## src/rtl/rr_stream_mux_pkg.sv

```systemverilog
// Shared constants and helpers for the N:1 stream multiplexer.
package stream_mux_pkg;

   localparam int MODE_FIXED = 0;
   localparam int MODE_RR    = 1;

   // Ceiling log2. Used to derive the channel index width.
   function automatic int clog2(input int value);
      int result;
      int v;
      result = 0;
      v      = value - 1;
      while (v > 0) begin
         result = result + 1;
         v      = v >> 1;
      end
      return result;
   endfunction

endpackage

```

## src/rtl/rr_stream_mux_if.sv

```systemverilog
// Stream bundle between N producers, the multiplexer and one consumer.
interface rr_stream_mux_if #(
   parameter int WIDTH = 8,
   parameter int N     = 4
);
   localparam int SELW = stream_mux_pkg::clog2(N);

   logic [N*WIDTH-1:0] in_data;
   logic [N-1:0]       in_valid;
   logic [N-1:0]       in_ready;
   logic [SELW-1:0]    sel;
   logic [WIDTH-1:0]   out_data;
   logic [SELW-1:0]    out_chan;
   logic               out_valid;
   logic               out_ready;

   modport slave (
      input  in_data, in_valid, sel, out_ready,
      output in_ready, out_data, out_chan, out_valid
   );

   modport master (
      output in_data, in_valid, sel, out_ready,
      input  in_ready, out_data, out_chan, out_valid
   );

endinterface

```

## src/rtl/rr_stream_mux_arbiter.sv

```systemverilog
// Combinational round-robin arbiter: first requester at or after ptr wins, wrapping to 0.
module rr_arbiter
   import stream_mux_pkg::*;
#(
   parameter int N    = 4,
   parameter int SELW = clog2(N)
) (
   input  logic [N-1:0]    req,
   input  logic [SELW-1:0] ptr,
   output logic [N-1:0]    grant,
   output logic [SELW-1:0] gidx
);

   logic found;

   // NOTE: every output of a combinational block gets a default first, so no path infers a latch.
   always_comb begin
      grant = '0;
      gidx  = '0;
      found = 1'b0;
      // Upper pass covers ptr..N-1; if empty, the lower pass picks the lowest index, i.e. the wrap.
      for (int i = 0; i < N; i++) begin
         if (!found && req[i] && (SELW'(i) >= ptr)) begin
            grant[i] = 1'b1;
            gidx     = SELW'(i);
            found    = 1'b1;
         end
      end
      for (int i = 0; i < N; i++) begin
         if (!found && req[i]) begin
            grant[i] = 1'b1;
            gidx     = SELW'(i);
            found    = 1'b1;
         end
      end
   end

endmodule

```

## src/rtl/rr_stream_mux.sv

```systemverilog
// N:1 stream multiplexer with registered output, fixed-select or round-robin arbitration.
module rr_stream_mux
   import stream_mux_pkg::*;
#(
   parameter int WIDTH = 8,
   parameter int N     = 4,
   parameter int MODE  = MODE_FIXED,
   parameter int SELW  = clog2(N)
) (
   input logic             clk,
   input logic             rst_n,
   rr_stream_mux_if.slave  io
);

   logic [N-1:0]     fixed_grant;
   logic [N-1:0]     rr_grant;
   logic [N-1:0]     grant;
   logic [N-1:0]     ready;
   logic [SELW-1:0]  rr_gidx;
   logic [SELW-1:0]  gidx;
   logic [WIDTH-1:0] grant_data;
   logic             load_en;
   logic             xfer;

   logic [SELW-1:0]  rr_ptr_q,    rr_ptr_d;
   logic [WIDTH-1:0] out_data_q,  out_data_d;
   logic [SELW-1:0]  out_chan_q,  out_chan_d;
   logic             out_valid_q, out_valid_d;

   rr_arbiter #(.N(N), .SELW(SELW)) u_arb (
      .req   (io.in_valid),
      .ptr   (rr_ptr_q),
      .grant (rr_grant),
      .gidx  (rr_gidx)
   );

   // An out-of-range sel matches no channel and so grants nothing.
   always_comb begin
      fixed_grant = '0;
      for (int i = 0; i < N; i++) begin
         fixed_grant[i] = (io.sel == SELW'(i)) && io.in_valid[i];
      end
   end

   always_comb begin
      grant      = (MODE == MODE_RR) ? rr_grant : fixed_grant;
      gidx       = (MODE == MODE_RR) ? rr_gidx  : io.sel;
      grant_data = '0;
      for (int i = 0; i < N; i++) begin
         if (grant[i]) grant_data = io.in_data[i*WIDTH +: WIDTH];
      end
   end

   // The output register accepts a word when empty or draining; rst_n gates ready during reset.
   assign load_en = !out_valid_q || io.out_ready;
   assign ready   = grant & {N{load_en && rst_n}};
   assign xfer    = |ready;

   always_comb begin
      rr_ptr_d    = rr_ptr_q;
      out_data_d  = out_data_q;
      out_chan_d  = out_chan_q;
      out_valid_d = out_valid_q;
      if (xfer) begin
         out_data_d  = grant_data;
         out_chan_d  = gidx;
         out_valid_d = 1'b1;
         rr_ptr_d    = (gidx == SELW'(N - 1)) ? '0 : gidx + 1'b1;
      end else if (io.out_ready) begin
         out_valid_d = 1'b0;
      end
   end

   // NOTE: sequential state uses non-blocking assignments so all flops update from pre-edge values.
   always_ff @(posedge clk or negedge rst_n) begin
      if (!rst_n) begin
         rr_ptr_q    <= '0;
         out_data_q  <= '0;
         out_chan_q  <= '0;
         out_valid_q <= 1'b0;
      end else begin
         rr_ptr_q    <= rr_ptr_d;
         out_data_q  <= out_data_d;
         out_chan_q  <= out_chan_d;
         out_valid_q <= out_valid_d;
      end
   end

   assign io.in_ready  = ready;
   assign io.out_data  = out_data_q;
   assign io.out_chan  = out_chan_q;
   assign io.out_valid = out_valid_q;

endmodule

```

## src/flat_wrapper.sv

```systemverilog
// flat-port wrapper written by rule: the top's interface ports become plain ports
module rr_stream_mux_flat import stream_mux_pkg::*;
#(
   parameter int WIDTH = 8,
   parameter int N     = 4,
   parameter int MODE  = MODE_FIXED,
   parameter int SELW  = clog2(N)
)
  (clk, rst_n, io_in_data, io_in_valid, io_sel, io_out_ready, io_in_ready, io_out_data, io_out_chan, io_out_valid);
  rr_stream_mux_if #(.WIDTH(WIDTH), .N(N)) io_i ();
  input logic clk;
  input logic rst_n;
  input wire logic [$bits(io_i.in_data)-1:0] io_in_data;
  input wire logic [$bits(io_i.in_valid)-1:0] io_in_valid;
  input wire logic [$bits(io_i.sel)-1:0] io_sel;
  input wire logic [$bits(io_i.out_ready)-1:0] io_out_ready;
  output wire logic [$bits(io_i.in_ready)-1:0] io_in_ready;
  output wire logic [$bits(io_i.out_data)-1:0] io_out_data;
  output wire logic [$bits(io_i.out_chan)-1:0] io_out_chan;
  output wire logic [$bits(io_i.out_valid)-1:0] io_out_valid;
  assign io_i.in_data = io_in_data;
  assign io_i.in_valid = io_in_valid;
  assign io_i.sel = io_sel;
  assign io_i.out_ready = io_out_ready;
  assign io_in_ready = io_i.in_ready;
  assign io_out_data = io_i.out_data;
  assign io_out_chan = io_i.out_chan;
  assign io_out_valid = io_i.out_valid;
  rr_stream_mux #(.WIDTH(WIDTH), .N(N), .MODE(MODE), .SELW(SELW)) u_core (.clk(clk), .rst_n(rst_n), .io(io_i));
endmodule
```

## config.mk

```make
export PLATFORM = sky130hd
export DESIGN_NAME = rr_stream_mux_flat
export DESIGN_NICKNAME = d
export VERILOG_FILES = /design/src/rtl/rr_stream_mux_pkg.sv /design/src/rtl/rr_stream_mux_if.sv /design/src/rtl/rr_stream_mux_arbiter.sv /design/src/rtl/rr_stream_mux.sv /design/src/flat_wrapper.sv
export SDC_FILE = /design/constraint.sdc
export NUM_CORES = 1
export LEC_CHECK = 0
export CORE_MARGIN = 5
export CORE_UTILIZATION = 30
export DETAILED_ROUTE_END_ITERATION = 16
export PLACE_DENSITY = 0.77
export SYNTH_ARGS = -nofsm -noshare
export SYNTH_HDL_FRONTEND = slang
export SYNTH_SLANG_ARGS = --single-unit
export TNS_END_PERCENT = 10
```

## constraint.sdc

```tcl
create_clock -name clk -period 1.5 [get_ports clk]
set_input_delay 0.3 -clock clk [delete_from_list [all_inputs] [get_ports clk]]
set_output_delay 0.3 -clock clk [all_outputs]
set_load 0.005 [all_outputs]
```

==> metrics.md, run 1 <==
| Metric | Value |
|---|---|
| Die width | `roughly 66 um` |
| Drt pass-1 iters | `4` |
| Yosys top cell area share | `between 20 and 30%` |
| Yosys cell types | `24` |
| Global route hottest layer | `met2` |
| Max_slew headroom | `a little over four fifths` |
| Die H | `65.6 um` |
| Fin crit share | `106%` |
| GRT overflow | `0` |
| Hold_buf cts | `0` |
| Worst vdd ir | `0.280 mV` |
| Most frequent cells in the layout | `clkdlybuf4s50_1, buf_4, nand2_1, dfrtp_1, dlygate4sd2_1` |
| Cell area after layout | `roughly 1700 sq um` |
| Part of the Yosys area used for sequential elements | `between 20% and 30%` |
| NumNets Final | `215` |
| Post-Synthesis Cell Area | `928 sq um` |
| Post-Synthesis Cells | `104` |
| Row cnt | `20` |
| Clock-pin slew on the worst setup and hold paths | `approximately 0.08 ns` |
| Critical path's largest stage delay | `about 0.4 ns` |
| Core area | `between 3000 and 4000 sq um` |
| Largest area contributor in the netlist | `dfrtp_1` |
| CP Cell Sequence | `nand2b_4, nand2_4, nor4b_4, buf_2` |
| EDFF count, synth | `0` |
| CP Max Fanout | `3` |
| Number of buffers and inverters on the critical path | `1` |
| Sink Count | `11` |
| H-tree depth | `1` |
| Ranking of synthesized cells by area | `dfrtp_1, a311o_2, a31o_1` |
| HP Class | `input port to asynchronous set/reset pin` |
| Global-route met2 utilization | `between 20% and 30%` |
| Num ports | `56` |
| Met3 Track Usage GR | `2.56%` |
| Number of global-route vias before repair | `1209` |
| Ys async rst share | `100%` |
| Violated checks | `negative setup slack` |
| Area Overhead vs Synth | `83.3%` |
| First-pass GRT wire length | `5.31 mm` |
| Max Clk Rate | `around 0.63 GHz` |
| GR met1 Demand/Resource | `approximately 18%` |
| CTS root buffer | `clkbuf_4` |
| Crit path arrival time | `~1.3 ns` |
| Synthesized Nets | `around 150` |
| Share of layout cells above drive strength 1 | `between 20% and 30%` |
| Critical path class | `flip-flop to output port` |
| Starting DRT DRC Count | `29` |
| Die area | `around 4300 sq um` |
| Power per cell area | `a little over 700 nW/um^2` |
| Lkg Pwr | `around 0.76 nW` |
| Initial Util | `between 30% and 40%` |
| Final WS setup | `-0.0834 ns` |
| Status | `finished, violations left` |
| Min Clock Period, post-route | `~1.6 ns` |
| Final Hold Viols | `0` |
| Via/cell ratio | `roughly 5.5` |
| Maximum buffer depth of the clock tree | `2` |
| DP Worst Slack | `-0.726 ns` |
| CP top delay family | `simple AND/OR/NAND/NOR gates` |
| N_diodes | `0` |
| CP Launch Type | `flip-flop` |
| Synthesis Warnings | `0` |
| Final Util | `a little under three fifths` |
| Routed len/inst | `16.2 um` |
| Unrepaired setup endpoints after global routing | `true` |
| Final Max Tran Viols | `0` |
| Final setup vio count | `3` |
| Input/output buffers | `55` |
| Syn_area_per_cell | `8.93 sq um` |
| Global router's overall resource usage | `between 10% and 20%` |
| FF+latch count, synth | `11` |
| Total wire length | `between 3 and 4 mm` |
| CP required | `between 1 and 1.5 ns` |
| Pin count of the biggest net entering global routing | `22` |
| DP Area | `1560 sq um` |
| Ys flop type | `dfrtp_1` |
| Placer Congestion | `0.891` |
| Cts bufs inserted | `3` |
| # DRC | `0` |
| Antenna violations before repair | `0` |
| Via count | `roughly 1100` |
| Maxcap violations | `0` |
| Kind of end point of the critical path | `output port` |
| Post-DRT Antenna Nets | `0` |
| Worst Max-Slew Pin Slew | `roughly 0.25 ns` |
| DPL Wire Length | `2.60 mm` |
| Worst-skew pair later-pin latency | `around 0.28 ns` |
| Slowest CP cell | `dfrtp_1` |
| Most common cell after layout, fill and taps aside | `clkdlybuf4s50_1` |
| CTS tree | `yes` |
| Clock skew | `about 0.011 ns` |
where the power goes:
group | switching, W | total, W | internal (W)
Sequential | 0.0000419 | 0.000404 | 0.000362
Clock | 0.000112 | 0.000216 | 0.000103
Combinational | 0.000219 | 0.000581 | 0.000361
layer usage:
layer  vias up  share of wire [%]
met3         9                4.0
met4         0                2.3
li1        532                  -
met2        44                 55
met5         -                  0
met1       551                 38
logic make-up after synthesis:
kind of cell           synth area share (%)
muxes                                  4.72
and+or+nand+nor                        22.4
AOI/OAI and AO/OA                      30.1
buffers and inverters                  13.2
DFF                                    29.6
layout make-up:
cell class,count,area [sq um]
clock buffers,4,26.3
fillers,269,1300
inverters,8,30.0
multi-input cells,72,612
flip-flops and latches,11,275
well taps,33,41.3
repair buffers,78,717
state kept, by name, indices dropped and copies added, names as in the netlist:
name and count:
u_core.io.out_data 8, u_core.io.out_valid 1, u_core.io.out_chan 2
Yosys cell counts (2+ instances only):
| master | instances |
|---|---|
| buf_6 | 3 |
| nand2_1 | 12 |
| dfrtp_1 | 11 |
| buf_2 | 2 |
| o211ai_1 | 8 |
| a31oi_1 | 8 |
| inv_1 | 8 |
| buf_4 | 4 |
| and3b_1 | 8 |
| a31o_1 | 8 |
| a311o_2 | 8 |
| nand3_1 | 10 |
| clkbuf_1 | 3 |
worst reg2reg max path, cell delays in order, from the launching register on:
cell	delay (ns)
dfrtp_1	0.41
nand2b_4	0.12
buf_4	0.11
buf_4	0.17
nand3_2	0.10
buf_4	0.15
buf_4	0.12
o2bb2ai_1	0.11
final timing paths:
| check | slack (ns) | depth (start not counted) | from | endpoint |
|---|---|---|---|---|
| setup / recovery | -0.08 | 4 | u_core.io.out_valid | io_in_ready[0] |
| hold / removal | 0.30 | 2 | rst_n | u_core.io.out_data[7] |
| setup reg to reg | 0.10 | 7 | u_core.io.out_valid | u_core.io.out_chan[1] |
| hold reg to reg | 0.51 | 1 | u_core.io.out_chan[1] | u_core.io.out_chan[1] |
| max in group asynchronous | 0.99 | 2 | rst_n | u_core.io.out_valid |
| min in group clk | 0.51 | 1 | u_core.io.out_chan[1] | u_core.io.out_chan[1] |
per-stage QoR:
stage / hold WS [ns] / power (W) / TNS (ns) / std cells
2_1_floorplan: 0.00441 / 0.000628 / -0.444 / 104
6_report: 0.297 / 0.00120 / -0.172 / 206
5_1_grt: 0.338 / 0.00126 / -0.438 / 206
3_3_place_gp: 0.478 / 0.000932 / -8.18 / 196
4_1_cts: 0.255 / 0.00119 / -0.278 / 205
3_5_place_dp: 0.496 / 0.000947 / -8.52 / 196
what timing repair did:
item	CTS	global route
cloned	0	0
pin swaps	6	2
setup endpoints to repair	15	6
buffers inserted	5	1
gates resized for setup	38	6
(Power assumes the default switching activity.)
==> inputs of run 2 (changes only) <==
--- a/config.mk
+++ b/config.mk
@@ -8,8 +8,9 @@
 export CORE_MARGIN = 5
 export CORE_UTILIZATION = 30
 export DETAILED_ROUTE_END_ITERATION = 16
-export PLACE_DENSITY = 0.77
+export PLACE_DENSITY_LB_ADDON = 0.2
 export SYNTH_ARGS = -nofsm -noshare
 export SYNTH_HDL_FRONTEND = slang
+export SYNTH_HIERARCHICAL = 1
 export SYNTH_SLANG_ARGS = --single-unit
 export TNS_END_PERCENT = 10
==> run 2 against run 1 <==
Against the previous run: the run still ends with negative setup slack left; worst setup slack gained 0.023 ns; non-clock buffer count down 1; die area decreased by 2.6%; via count decreased by 5.4%; cell area is 3.5% lower; hold slack better by 0.0040 ns; wire length decreased by 6.2%; flip-flop and latch count stayed put; combinational power is 4.6% lower; clock power down 6%; critical path type unchanged; critical endpoint is now io_in_ready[1].
==> metrics.md, run 2 <==
| Metric | Value |
|---|---|
| Status | `finished, violations left (unchanged)` |
| Violated checks | `negative setup slack (unchanged)` |
| Register area | `275 sq um (unchanged)` |
| Ys async rst share | `100% (unchanged)` |
| Syn_area_per_cell | `8.65 sq um (was 8.93 sq um)` |
| Worst Max-Slew Pin Slew | `0.269 ns (was 0.251 ns)` |
| DP Area | `1570 sq um (was 1560 sq um)` |
| Number of global-route vias before repair | `1125 (was 1209)` |
| Post-Synthesis Cell Area | `900 sq um (was 928 sq um)` |
| Worst Setup SP | `u_core/io.out_valid (was u_core.io.out_valid)` |
| Max Clk Rate | `0.641 GHz (was 0.632 GHz)` |
| Fill count | `274 (was 269)` |
| Die width | `64.8 um (was 65.6 um)` |
| GRT overflow | `0 (unchanged)` |
| Global router's overall resource usage | `15.1% (was 15.9%)` |
| Clock skew | `0.000124 ns (was 0.0108 ns)` |
| Most common cell after layout, fill and taps aside | `clkdlybuf4s50_1 (unchanged)` |
| Total power | `0.00116 W (was 0.00120 W)` |
| Ranking of synthesized cells by area | `dfrtp_1, a311o_1, a31o_1 (was dfrtp_1, a311o_2, a31o_1)` |
| HP Class | `input port to asynchronous set/reset pin (unchanged)` |
| Drt pass-1 iters | `4 (unchanged)` |
| Yosys cell types | `23 (was 24)` |
| Placed cells | `197 (was 196)` |
| Slowest CP cell | `dfrtp_1 (unchanged)` |
| FF+latch count, synth | `11 (unchanged)` |
| Most numerous cell in the Yosys netlist | `nand2_1 (unchanged)` |
| Number of buffers and inverters on the critical path | `2 (was 1)` |
| Maximum buffer depth of the clock tree | `2 (unchanged)` |
| Share of layout cells above drive strength 1 | `24.4% (was 28.9%)` |
| Cell area after layout | `1640 sq um (was 1700 sq um)` |
| Kind of end point of the critical path | `output port (unchanged)` |
| Setup TNS | `-0.112 ns (was -0.172 ns)` |
| Critical path class | `flip-flop to output port (unchanged)` |
| Unrepaired setup endpoints after global routing | `true (unchanged)` |
| Routed len/inst | `15.4 um (was 16.2 um)` |
| Initial Util | `32.1% (was 30.9%)` |
| CP Cell Sequence | `nand2b_4, nand2_4, buf_4, nor3_2, buf_2 (was nand2b_4, nand2_4, nor4b_4, buf_2)` |
| Min Clock Period, post-route | `1.56 ns (was 1.58 ns)` |
| CTS tree | `yes (unchanged)` |
| H-tree depth | `1 (unchanged)` |
| Row cnt | `19 (was 20)` |
| Crit path arrival time | `1.26 ns (was 1.28 ns)` |
| Die area | `4190 sq um (was 4310 sq um)` |
| N_diodes | `0 (unchanged)` |
| Post-Synthesis Cells | `104 (unchanged)` |
| Reg2reg start | `u_core/io.out_valid (was u_core.io.out_valid)` |
| Lkg Pwr | `0.729 nW (was 0.760 nW)` |
| Largest area contributor in the netlist | `dfrtp_1 (unchanged)` |
| Final WS setup | `-0.0606 ns (was -0.0834 ns)` |
| Synthesis Warnings | `6 (was 0)` |
| Worst vdd ir | `0.281 mV (was 0.280 mV)` |
| Core area | `2810 sq um (was 3000 sq um)` |
| First-pass GRT wire length | `4.99 mm (was 5.31 mm)` |
| Worst-skew pair later-pin latency | `0.27 ns (was 0.28 ns)` |
| Final Util | `58.6% (was 56.7%)` |
| Most frequent cells after synthesis | `nand2_1, dfrtp_1, nand3_1 (unchanged)` |
| Total wire length | `3.12 mm (was 3.33 mm)` |
| Hold_buf cts | `0 (unchanged)` |
| Part of the Yosys area used for sequential elements | `30.6% (was 29.6%)` |
| Via/cell ratio | `5.30 (was 5.51)` |
| NumNets Final | `214 (was 215)` |
| Synthesized Nets | `145 (unchanged)` |
| Critical path's largest stage delay | `0.41 ns (about the same)` |
| Max_slew headroom | `82.0% (was 83.3%)` |
| Fin crit share | `104% (was 106%)` |
| CP required | `1.20 ns (about the same)` |
| Cts bufs inserted | `3 (unchanged)` |
| Yosys top cell area share | `30.6% (was 29.6%)` |
| Final setup vio count | `2 (was 3)` |
| Max reg flops | `8 (unchanged)` |
| CTS root buffer | `clkbuf_4 (unchanged)` |
| Die H | `64.8 um (was 65.6 um)` |
| Via count | `1075 (was 1136)` |
| Ys flop type | `dfrtp_1 (unchanged)` |
| Post-DRT Antenna Nets | `0 (unchanged)` |
| Input/output buffers | `55 (unchanged)` |
| Power per cell area | `703 nW/um^2 (was 705 nW/um^2)` |
| CP top delay family | `flip-flops (was simple AND/OR/NAND/NOR gates)` |
| Clock-pin slew on the worst setup and hold paths | `0.07 ns (was 0.08 ns)` |
| Sink Count | `11 (unchanged)` |
| CP Max Fanout | `3 (unchanged)` |
| Final Hold Viols | `0 (unchanged)` |
| Starting DRT DRC Count | `34 (was 29)` |
| DPL Wire Length | `2.67 mm (was 2.60 mm)` |
| Most frequent cells in the layout | `clkdlybuf4s50_1, buf_4, nand2_1, dfrtp_1 (was clkdlybuf4s50_1, buf_4, nand2_1, dfrtp_1, dlygate4sd2_1)` |
| Pin count of the biggest net entering global routing | `22 (unchanged)` |
| Non-filler cells, final | `203 (was 206)` |
| Area Overhead vs Synth | `82.6% (was 83.3%)` |
| Maxcap violations | `0 (unchanged)` |
| Final Max Tran Viols | `0 (unchanged)` |
| Num ports | `56 (unchanged)` |
| Antenna violations before repair | `0 (unchanged)` |
| Multi-input gate area | `581 sq um (was 612 sq um)` |
| CP Launch Type | `flip-flop (unchanged)` |
| # DRC | `0 (unchanged)` |
| Placer Congestion | `0.808 (was 0.891)` |
| EDFF count, synth | `0 (unchanged)` |
==> run 2: kinds of logic (layout without fill, tap and decap cells) <==
| group | after synthesis | after routing | share of synthesized area, % |
|---|---|---|---|
| compound gates | 33 | 33 | 29.9 |
| buf+inv | 21 | 89 | 11.5 |
| flops | 11 | 11 | 30.6 |
| mux | 3 | 3 | 4.87 |
| simple gates | 36 | 36 | 23.1 |
==> run 2: final timing paths <==
kind	endpoint	slack [ns]	depth (start not counted)
max	io_in_ready[1]	-0.06	5
min	u_core/io.out_valid	0.30	2
max reg2reg	u_core/io.out_chan[0]	0.28	4
min reg2reg	u_core/io.out_chan[1]	0.50	1
max in group asynchronous	u_core/io.out_data[3]	1.01	2
min in group clk	u_core/io.out_chan[1]	0.50	1
==> run 2: layer usage <==
metal / vias up / global-route usage (%) / routed length (um)
li1: 533 / - / -
met4: 0 / 6.33 / 17
met5: - / 0 / 0
met1: 503 / 17.0 / 1260
met2: 37 / 27.8 / 1690
met3: 2 / 2.76 / 160
==> run 2: per-stage QoR <==
stage / hold WS [ns] / worst slack, ns
3_3_place_gp: 0.479 / -0.672
5_1_grt: 0.330 / -0.120
2_1_floorplan: 0.00441 / -0.0580
4_1_cts: 0.284 / -0.0609
3_5_place_dp: 0.484 / -0.738
6_report: 0.301 / -0.0606
==> run 2: cell type report <==
cell class	instances	area share [%]
Tap cell	31	2.36
Sequential cell	11	16.8
Inverter	8	1.83
Multi-Input combinational cell	72	35.3
Clock buffer	3	1.37
Clock inverter	1	0.305
Timing Repair Buffer	77	42.0
==> run 2: power breakdown <==
| group | leakage (nW) | switching (W) | internal (W) |
|---|---|---|---|
| logic | 0.574 | 0.000204 | 0.000350 |
| registers | 0.137 | 0.0000356 | 0.000362 |
| clock network | 0.0177 | 0.000106 | 0.0000986 |
| total | 0.729 | 0.000346 | 0.000810 |
==> run 2: worst reg2reg max path, cell delays in order, from the launching register on <==
cell and delay (ns):
dfrtp_1 0.41, nand2b_4 0.12, buf_4 0.19, nand3_2 0.10, mux2_2 0.28
==> run 2: what timing repair did <==
item / CTS / global route
endpoints found under the setup margin: 16 / 12
buffers inserted: 2 / 0
endpoints found under the hold margin: 0 / 0
gates resized for setup: 37 / 1
pin swaps: 4 / 0
